[config.mk]
export PLATFORM = sky130hd
export DESIGN_NAME = alu_issue_ctrl
export DESIGN_NICKNAME = d
export VERILOG_FILES = /design/src/rtl/alu_issue_ctrl.sv
export SDC_FILE = /design/constraint.sdc
export NUM_CORES = 1
export LEC_CHECK = 0
export CAP_MARGIN = 40
export CORE_ASPECT_RATIO = 1.1
export CORE_MARGIN = 2
export CORE_UTILIZATION = 50
export CTS_BUF_LIST = sky130_fd_sc_hd__clkbuf_2 sky130_fd_sc_hd__clkbuf_4 sky130_fd_sc_hd__clkbuf_8
export DETAILED_ROUTE_END_ITERATION = 10
export GPL_TIMING_DRIVEN = 1
export PLACE_DENSITY_LB_ADDON = 0.1
export RECOVER_POWER = 50
export SLEW_MARGIN = 10
export SYNTH_ARGS = -nofsm -noshare
export SYNTH_HDL_FRONTEND = slang
export SYNTH_SLANG_ARGS = --single-unit
export TNS_END_PERCENT = 10
[constraint.sdc]
create_clock -name clk -period 2.8 [get_ports clk]
set_clock_uncertainty 0.2 [all_clocks]
set_input_delay 0.84 -clock clk [delete_from_list [all_inputs] [get_ports clk]]
set_output_delay 0.84 -clock clk [all_outputs]
set_load 0.01 [all_outputs]
[src/rtl/alu_issue_ctrl.sv]
// rtl/alu_issue_ctrl.sv - command FIFO and issue/capture/response sequencer for a registered ALU
//
// Purpose:
//   Buffers ALU commands in a DEPTH-entry circular FIFO and runs each one
//   through a registered ALU (one-edge latency): IDLE -> ISSUE -> CAPTURE -> RESP.
//   Results are returned in command order over a valid/ready response port.
//
// Ports:
//   clk, rst_n                    clock, asynchronous active-low reset
//   cmd_valid/cmd_ready           command handshake
//   cmd_op, cmd_a, cmd_b, cmd_c   opcode (12-15 = wide result) and operands
//   rsp_valid/rsp_ready           response handshake
//   rsp_data, rsp_wide            result (narrow zero-extended), wide flag
//   alu_s, alu_a, alu_b, alu_c    registered opcode/operands to the ALU
//   alu_d, alu_e                  ALU narrow / wide results
//   busy                          FIFO non-empty or sequencer active
//   cmd_tag, rsp_tag              only with ALU_ISSUE_TAG_EN defined
//
// Configuration macro: ALU_ISSUE_TAG_EN (per-command 4-bit tag returned with result)
`timescale 1ns/1ps

module alu_issue_ctrl #(
  parameter int DEPTH = 4
) (
  input  logic        clk,
  input  logic        rst_n,
  input  logic        cmd_valid,
  output logic        cmd_ready,
  input  logic [3:0]  cmd_op,
  input  logic [15:0] cmd_a,
  input  logic [15:0] cmd_b,
  input  logic [15:0] cmd_c,
`ifdef ALU_ISSUE_TAG_EN
  input  logic [3:0]  cmd_tag,
  output logic [3:0]  rsp_tag,
`endif
  output logic        rsp_valid,
  input  logic        rsp_ready,
  output logic [31:0] rsp_data,
  output logic        rsp_wide,
  output logic [15:0] alu_a,
  output logic [15:0] alu_b,
  output logic [15:0] alu_c,
  output logic [3:0]  alu_s,
  input  logic [15:0] alu_d,
  input  logic [31:0] alu_e,
  output logic        busy
);

  localparam int AW = $clog2(DEPTH);
  localparam logic [AW:0] FULL = (AW+1)'(DEPTH);

  typedef enum logic [1:0] {
    S_IDLE    = 2'd0,
    S_ISSUE   = 2'd1,
    S_CAPTURE = 2'd2,
    S_RESP    = 2'd3
  } state_t;

  state_t          r_state;
  state_t          w_state_nxt;
  logic            w_pop;
  logic            w_push;
  logic            w_empty;
  logic [AW-1:0]   r_wr_ptr;
  logic [AW-1:0]   r_rd_ptr;
  logic [AW:0]     r_count;
  logic [51:0]     r_mem [DEPTH];
  logic [51:0]     w_head;
  logic [3:0]      r_alu_s;
  logic [15:0]     r_alu_a;
  logic [15:0]     r_alu_b;
  logic [15:0]     r_alu_c;
  logic [31:0]     r_rsp_data;
  logic            r_rsp_wide;

  assign w_empty   = (r_count == '0);
  assign cmd_ready = (r_count != FULL);
  assign w_push    = cmd_valid & cmd_ready;
  assign w_head    = r_mem[r_rd_ptr];
  assign rsp_valid = (r_state == S_RESP);
  assign busy      = !w_empty || (r_state != S_IDLE);
  assign alu_s     = r_alu_s;
  assign alu_a     = r_alu_a;
  assign alu_b     = r_alu_b;
  assign alu_c     = r_alu_c;
  assign rsp_data  = r_rsp_data;
  assign rsp_wide  = r_rsp_wide;

  // Sequencer: a pop happens only when leaving IDLE or RESP towards ISSUE.
  always_comb begin
    w_state_nxt = r_state;
    w_pop       = 1'b0;
    case (r_state)
      S_IDLE: begin
        if (!w_empty) begin
          w_state_nxt = S_ISSUE;
          w_pop       = 1'b1;
        end
      end
      S_ISSUE:   w_state_nxt = S_CAPTURE;
      S_CAPTURE: w_state_nxt = S_RESP;
      S_RESP: begin
        if (rsp_ready) begin
          if (!w_empty) begin
            w_state_nxt = S_ISSUE;
            w_pop       = 1'b1;
          end else begin
            w_state_nxt = S_IDLE;
          end
        end
      end
      default: w_state_nxt = S_IDLE;
    endcase
  end

  always_ff @(posedge clk or negedge rst_n) begin
    if (!rst_n) begin
      r_state <= S_IDLE;
    end else begin
      r_state <= w_state_nxt;
    end
  end

  // Entry storage carries no reset; validity is tracked by pointers/count.
  always_ff @(posedge clk) begin
    if (w_push) begin
      r_mem[r_wr_ptr] <= {cmd_op, cmd_a, cmd_b, cmd_c};
    end
  end

  // Pointers wrap naturally since DEPTH is a power of two.
  always_ff @(posedge clk or negedge rst_n) begin
    if (!rst_n) begin
      r_wr_ptr <= '0;
      r_rd_ptr <= '0;
      r_count  <= '0;
    end else begin
      if (w_push) begin
        r_wr_ptr <= r_wr_ptr + 1'b1;
      end
      if (w_pop) begin
        r_rd_ptr <= r_rd_ptr + 1'b1;
      end
      case ({w_push, w_pop})
        2'b10:   r_count <= r_count + 1'b1;
        2'b01:   r_count <= r_count - 1'b1;
        default: r_count <= r_count;
      endcase
    end
  end

  // The ALU-facing registers double as the hold register for the command
  // in flight; they stay put until the next pop, so alu_s still describes
  // the command when its result is captured.
  always_ff @(posedge clk or negedge rst_n) begin
    if (!rst_n) begin
      r_alu_s    <= '0;
      r_alu_a    <= '0;
      r_alu_b    <= '0;
      r_alu_c    <= '0;
      r_rsp_data <= '0;
      r_rsp_wide <= 1'b0;
    end else begin
      if (w_pop) begin
        r_alu_s <= w_head[51:48];
        r_alu_a <= w_head[47:32];
        r_alu_b <= w_head[31:16];
        r_alu_c <= w_head[15:0];
      end
      if (r_state == S_CAPTURE) begin
        r_rsp_wide <= r_alu_s[3] & r_alu_s[2];
        r_rsp_data <= (r_alu_s[3] & r_alu_s[2]) ? alu_e : {16'h0000, alu_d};
      end
    end
  end

`ifdef ALU_ISSUE_TAG_EN
  logic [3:0] r_tag_mem [DEPTH];
  logic [3:0] r_hold_tag;
  logic [3:0] r_rsp_tag;

  assign rsp_tag = r_rsp_tag;

  always_ff @(posedge clk) begin
    if (w_push) begin
      r_tag_mem[r_wr_ptr] <= cmd_tag;
    end
  end

  always_ff @(posedge clk or negedge rst_n) begin
    if (!rst_n) begin
      r_hold_tag <= '0;
      r_rsp_tag  <= '0;
    end else begin
      if (w_pop) begin
        r_hold_tag <= r_tag_mem[r_rd_ptr];
      end
      if (r_state == S_CAPTURE) begin
        r_rsp_tag <= r_hold_tag;
      end
    end
  end
`endif

endmodule

* Word level (Yosys, flattened, before mapping)
Memory sizes are Yosys's and may differ from the RTL's. A register that Yosys moved wholly into a read port is not among the register bits. Cells that the tools add are included.
Operators by class: add/sub/neg operators 4, equality and inequality tests 8, mux-type cells 11, bitwise operators 2, reductions and logical operators 8
Operators by type and width (count):
- $mux 32 | 1
- $pmux 2 s4 | 1
- $eq 2x2->1 const B | 3
- $pmux 3 s2 | 1
- $mux 1 | 5
- $add 2x1->2 const B | 2
- $eq 2x1->1 const B | 2
- $mux 2 | 2
- $reduce_bool 2->1 | 2
- $add 3x1->3 const B | 1
- $logic_not 3->1 | 1
- $ne 3x3->1 const B | 1
- $sub 3x1->3 const B | 1
- $and 1x1->1 | 2
- $logic_not 1->1 | 2
- $logic_not 2->1 | 1
- $ne 2x1->1 const B | 1
- $ne 2x2->1 const B | 1
- $pmux 1 s2 | 1
- $reduce_and 2->1 | 1
- $logic_or 1x1->1 | 1
Word-level totals: bits in registers 42, RAM bits 208, output and inout port bits 88, word-level logic and storage cells 40, memories 1
Memories:
- r_mem | words 4, width 52, read ports 1, clocked after Yosys merged registers in 1, wr ports 1, line 68 | logic [51:0] r_mem [DEPTH];

* Depth between registers and ports, before layout
depth in word-level cells 6, gate-level depth with buffers 10, depth with buffers taken out 9

* Worst setup path before layout
Ideal clock, no wire load.
path type in2reg, start point input port rsp_ready, end point register r_count[1], library setup time 125 ps, data arrival time 2323 ps, data required time 2475 ps, path slack 152 ps, stages 6, buffers on the path 1, path through a21oi_1 > nor3_4 > buf_6 > ha_1 > fa_1 > mux2_2
On the way: cells in the longest elaborated chain, start to end 4
Ends and longest elaborated chain:
- from (decl) | line 38 | input logic rsp_ready,
- $mux 1 (*) | line 104 | if (rsp_ready) begin
- $pmux 1 s2 (*) | line 94 | case (r_state)
- net w_pop | line 62 | logic w_pop;
- $eq 2x1->1 or $eq 2x2->1 (tied branches) | line 145 | case ({w_push, w_pop})
- $pmux 3 s2 or $reduce_bool 2->1 (tied branches)
- to (signal assigned) | line 146 | 2'b10: r_count <= r_count + 1'b1;
- to (signal assigned) | line 147 | 2'b01: r_count <= r_count - 1'b1;
- to (signal assigned) | line 148 | default: r_count <= r_count;
- to (decl) | line 67 | logic [AW:0] r_count;
Mark *: on every way through the listed nets, which the timed path passes. The rest lies on a longest branch. A chain may end at the register's enable or synchronous reset.

* Worst setup path in the final report
start point register r_count[1], end point output port cmd_ready
On the way: cells in the longest elaborated chain, start to end 1
Ends and longest elaborated chain:
- $ne 3x3->1 | line 78 | assign cmd_ready = (r_count != FULL);
- to (decl) | line 28 | output logic cmd_ready,
No other way between the ends.

==> summary.txt <==
CTS
  • CTS sink count: 302
  • H-tree levels: 2
  • CTS tree: done
  • Clock root buffer: clkbuf_8
  • CTS clk-pin slew, worst paths: 0.06 ns
  • CTS max path bufs: 3
  • Total CTS buffers: 47
  • Worst-Skew Late Latency: 0.55 ns

Synth
  • Yosys warnings: 0
  • Sequential share of the synthesized area: 74.5%
  • Synth cell types: 30
  • Seq cells post-synth: 302
  • Syn Inst Count: 576
  • Mapped Area: 0.0115 mm2
  • Syn_nets: 690
  • Post-synth top area cell: edfxtp_1
  • Largest cells by area after synthesis: edfxtp_1 (54%), dfrtp_1 (20%), mux4_2 (6.6%)
  • Mean Syn Cell Area: 20.0 um2
  • Synth top area share: 54.2%

Finish
  • Share of cells above drive strength 1: 24.4%
  • Nets@finish: 934
  • Final design utilization: 65.3%
  • FILL cells: 1613
  • Non-filler instance count after layout: 1161
  • Area Overhead vs Synth: 28.9%

STA
  • Final setup violation count: 0
  • RSZ-0062 raised after global routing: false
  • Max Clock Freq: 367 MHz
  • Hold slack: 0.276 ns
  • Worst-margin pin slew: 1.05 ns
  • Final Max Slew Viols: 0
  • Slew headroom: 30.1%
  • Period minus WS final: 2.72 ns
  • Final period util: 97.3%
  • Fin. Hold Viols: 0
  • Fin Setup TNS: 0 ns

Placed design
  • RePlAce Congestion: 0.746
  • Detailed placer's ending HPWL: 14.1 mm
  • Buffers added on ports: 191
  • Cells after DPL: 1064

Critical path
  • CP max-delay cell: or3b_4
  • Crit path kind: flip-flop to output port
  • CP arrival: 1.68 ns
  • CP bufs+invs: 1
  • CP required: 1.76 ns
  • Max stage delay on crit path: 0.45 ns
  • Crit Path Max Fanout: 6
  • Cell chain of the critical path: or3b_4 -> clkdlybuf4s15_2
  • Startpoint Class: flip-flop
  • Crit end category: output port
  • Delay-heaviest family, CP: simple AND/OR/NAND/NOR gates

GRT
  • Number of global-route vias before repair: 6405
  • Largest net degree at the start of global routing: 42
  • GR Util All Layers: 18.8%
  • Remaining Overflow, GRT: 0
  • Global-route wire length before repair: 34.8 mm
  • Initial antenna violation count: 2

Detailed routing
  • Met2 wire length: 11.6 mm
  • Top Metal Used: met4
  • Total Wirelength: 22.6 mm
  • Vias per cell: 5.24
  • Met3 WL post-DR: 1.53 mm
  • Met1 WL: 8.99 mm
  • Starting DRT DRC Count: 279
  • DR vias: 6078
  • # DRC: 0
  • TritonRoute pass-1 iters: 4
  • Final ANT Viol Nets: 0
  • Post-DR wirelength/cell: 19.5 um

Run status
  • Status: finished, final reports clean

Power and ir drop
  • Final Power: 16.2 mW
  • Pwr dens: 1090 mW/mm2
  • Max rail drop VDD: 545 uV
  • Leak: 5.49 nW

Floorplanning
  • Die area: 0.0243 mm2
  • DIE WIDTH: 149 um
  • I/O pin count: 192
  • Vert. Die Dim: 163 um
  • Rows: 58
  • Initial core utilization: 50.6%
  • Core area: 0.0228 mm2

Worst hold path
  • Min-delay worst type: input pin to asynchronous set/reset pin

Run
  • Max-cap violations: 0
[through the flow]
stage	cell area [um2]	setup slack (ns)
floorplan	11500	0.152
global placement	13900	-0.148
detailed placement	13900	-0.188
CTS	14900	0.00610
global route	14900	0.00609
finish	14900	0.0761
[where the power goes]
| part | internal, mW | total [mW] | switching, mW |
|---|---|---|---|
| Sequential | 6.20 | 6.89 | 0.696 |
| Combinational | 3.21 | 5.68 | 2.48 |
| Clock | 1.97 | 3.61 | 1.64 |
| Total | 11.4 | 16.2 | 4.81 |
[cell type report]
type                       count  area, um2  area share [%]
sequential                   302       8610            57.9
multi-input combinational    225       2670            17.9
timing repair buffer         222       2190            14.7
clock buffer                  65        807            5.43
tap                          300        375            2.52
clock inverter                23        136           0.917
inverter                      22       82.6           0.555
antenna                        2       5.00          0.0337
[final timing paths]
check | from | end | slack, ns | cells after the start
setup / recovery | r_count[1] | cmd_ready | 0.08 | 2
hold / removal | rst_n | alu_b[15] | 0.28 | 1
setup reg to reg | r_state[1] | alu_c[7] | 0.35 | 6
hold reg to reg | alu_a[13] | alu_a[13] | 0.31 | 1
max in group asynchronous | rst_n | r_rd_ptr[1] | 0.70 | 2
min in group clk | alu_a[13] | alu_a[13] | 0.31 | 1
[synthesized netlist by cell type]
| cell | count |
|---|---|
| o22ai_1 | 16 |
| nor4b_1 | 1 |
| clkbuf_1 | 13 |
| xor2_1 | 3 |
| mux4_2 | 34 |
| mux4_1 | 18 |
| ha_1 | 9 |
| or3b_1 | 1 |
| nor2_1 | 18 |
| buf_2 | 3 |
| edfxtp_1 | 208 |
| a2bb2oi_1 | 1 |
| mux2i_1 | 16 |
| xnor2_1 | 3 |
| dfrtp_1 | 94 |
| buf_6 | 11 |
| o21ai_0 | 1 |
| a211oi_1 | 1 |
| and3_2 | 4 |
| and2_4 | 1 |
| fa_1 | 1 |
| mux2_2 | 55 |
| nor3_4 | 2 |
| a21oi_1 | 18 |
| inv_1 | 22 |
| nor3_1 | 1 |
| nand3_1 | 1 |
| nor2b_1 | 1 |
| nand2_1 | 18 |
| o31a_2 | 1 |
[layer usage]
metal | vias to the layer above | global-route usage [%]
li1 | 2761 | -
met1 | 3076 | 22.8
met2 | 203 | 33.4
met3 | 38 | 4.27
met4 | 0 | 6.49
met5 | - | 0
[sequential cells by signal, indices dropped and copies added (netlist names)]
name and count:
r_rd_ptr 2, alu_b 16, rsp_data 32, r_state 2
r_count 3, r_mem 208, alu_c 16, alu_s 4
r_wr_ptr 2, rsp_wide 1, alu_a 16
[cell usage in the layout, fill, tap and decap left out, types with 3 or more instances in the layout]
cell / count
edfxtp_1: 208
clkdlybuf4s50_1: 133
dfrtp_1: 89
mux2_2: 55
dlygate4sd3_1: 54
clkbuf_8: 51
mux4_2: 34
inv_1: 22
a21oi_1: 18
nand2_1: 18
nor2_1: 18
mux4_1: 18
buf_4: 18
o22ai_1: 16
mux2i_1: 16
clkbuf_4: 14
clkinv_2: 12
ha_1: 8
clkinv_1: 8
buf_12: 6
clkbuf_1: 5
dfrtp_2: 4
xor2_1: 3
xnor2_1: 3
clkbuf_2: 3
[what timing repair did]
action / 4_1_cts / 5_1_grt
setup buffers: 3 / 4
gates resized for setup: 9 / 1
hold buffers: 0 / 0
gates cloned: 0 / 0
endpoints found under the setup margin: 3 / 1
pin swaps: 1 / 0
[kinds of logic (layout without fill, tap and decap cells)]
| kind of cell | Yosys count | in the layout | share of synthesized area, % |
|---|---|---|---|
| buffers and inverters | 49 | 332 | 2.34 |
| other | 0 | 2 | 0 |
| AND/OR/NAND/NOR | 48 | 48 | 2.08 |
| XOR/XNOR | 6 | 6 | 0.456 |
| AO/OA/AOI/OAI | 38 | 38 | 1.92 |
| flip-flops | 302 | 302 | 74.5 |
| multiplexers | 123 | 123 | 17.5 |
| adder cells (fa/ha/maj) | 10 | 10 | 1.15 |
No activity file was read; power rests on OpenSTA's default activity.
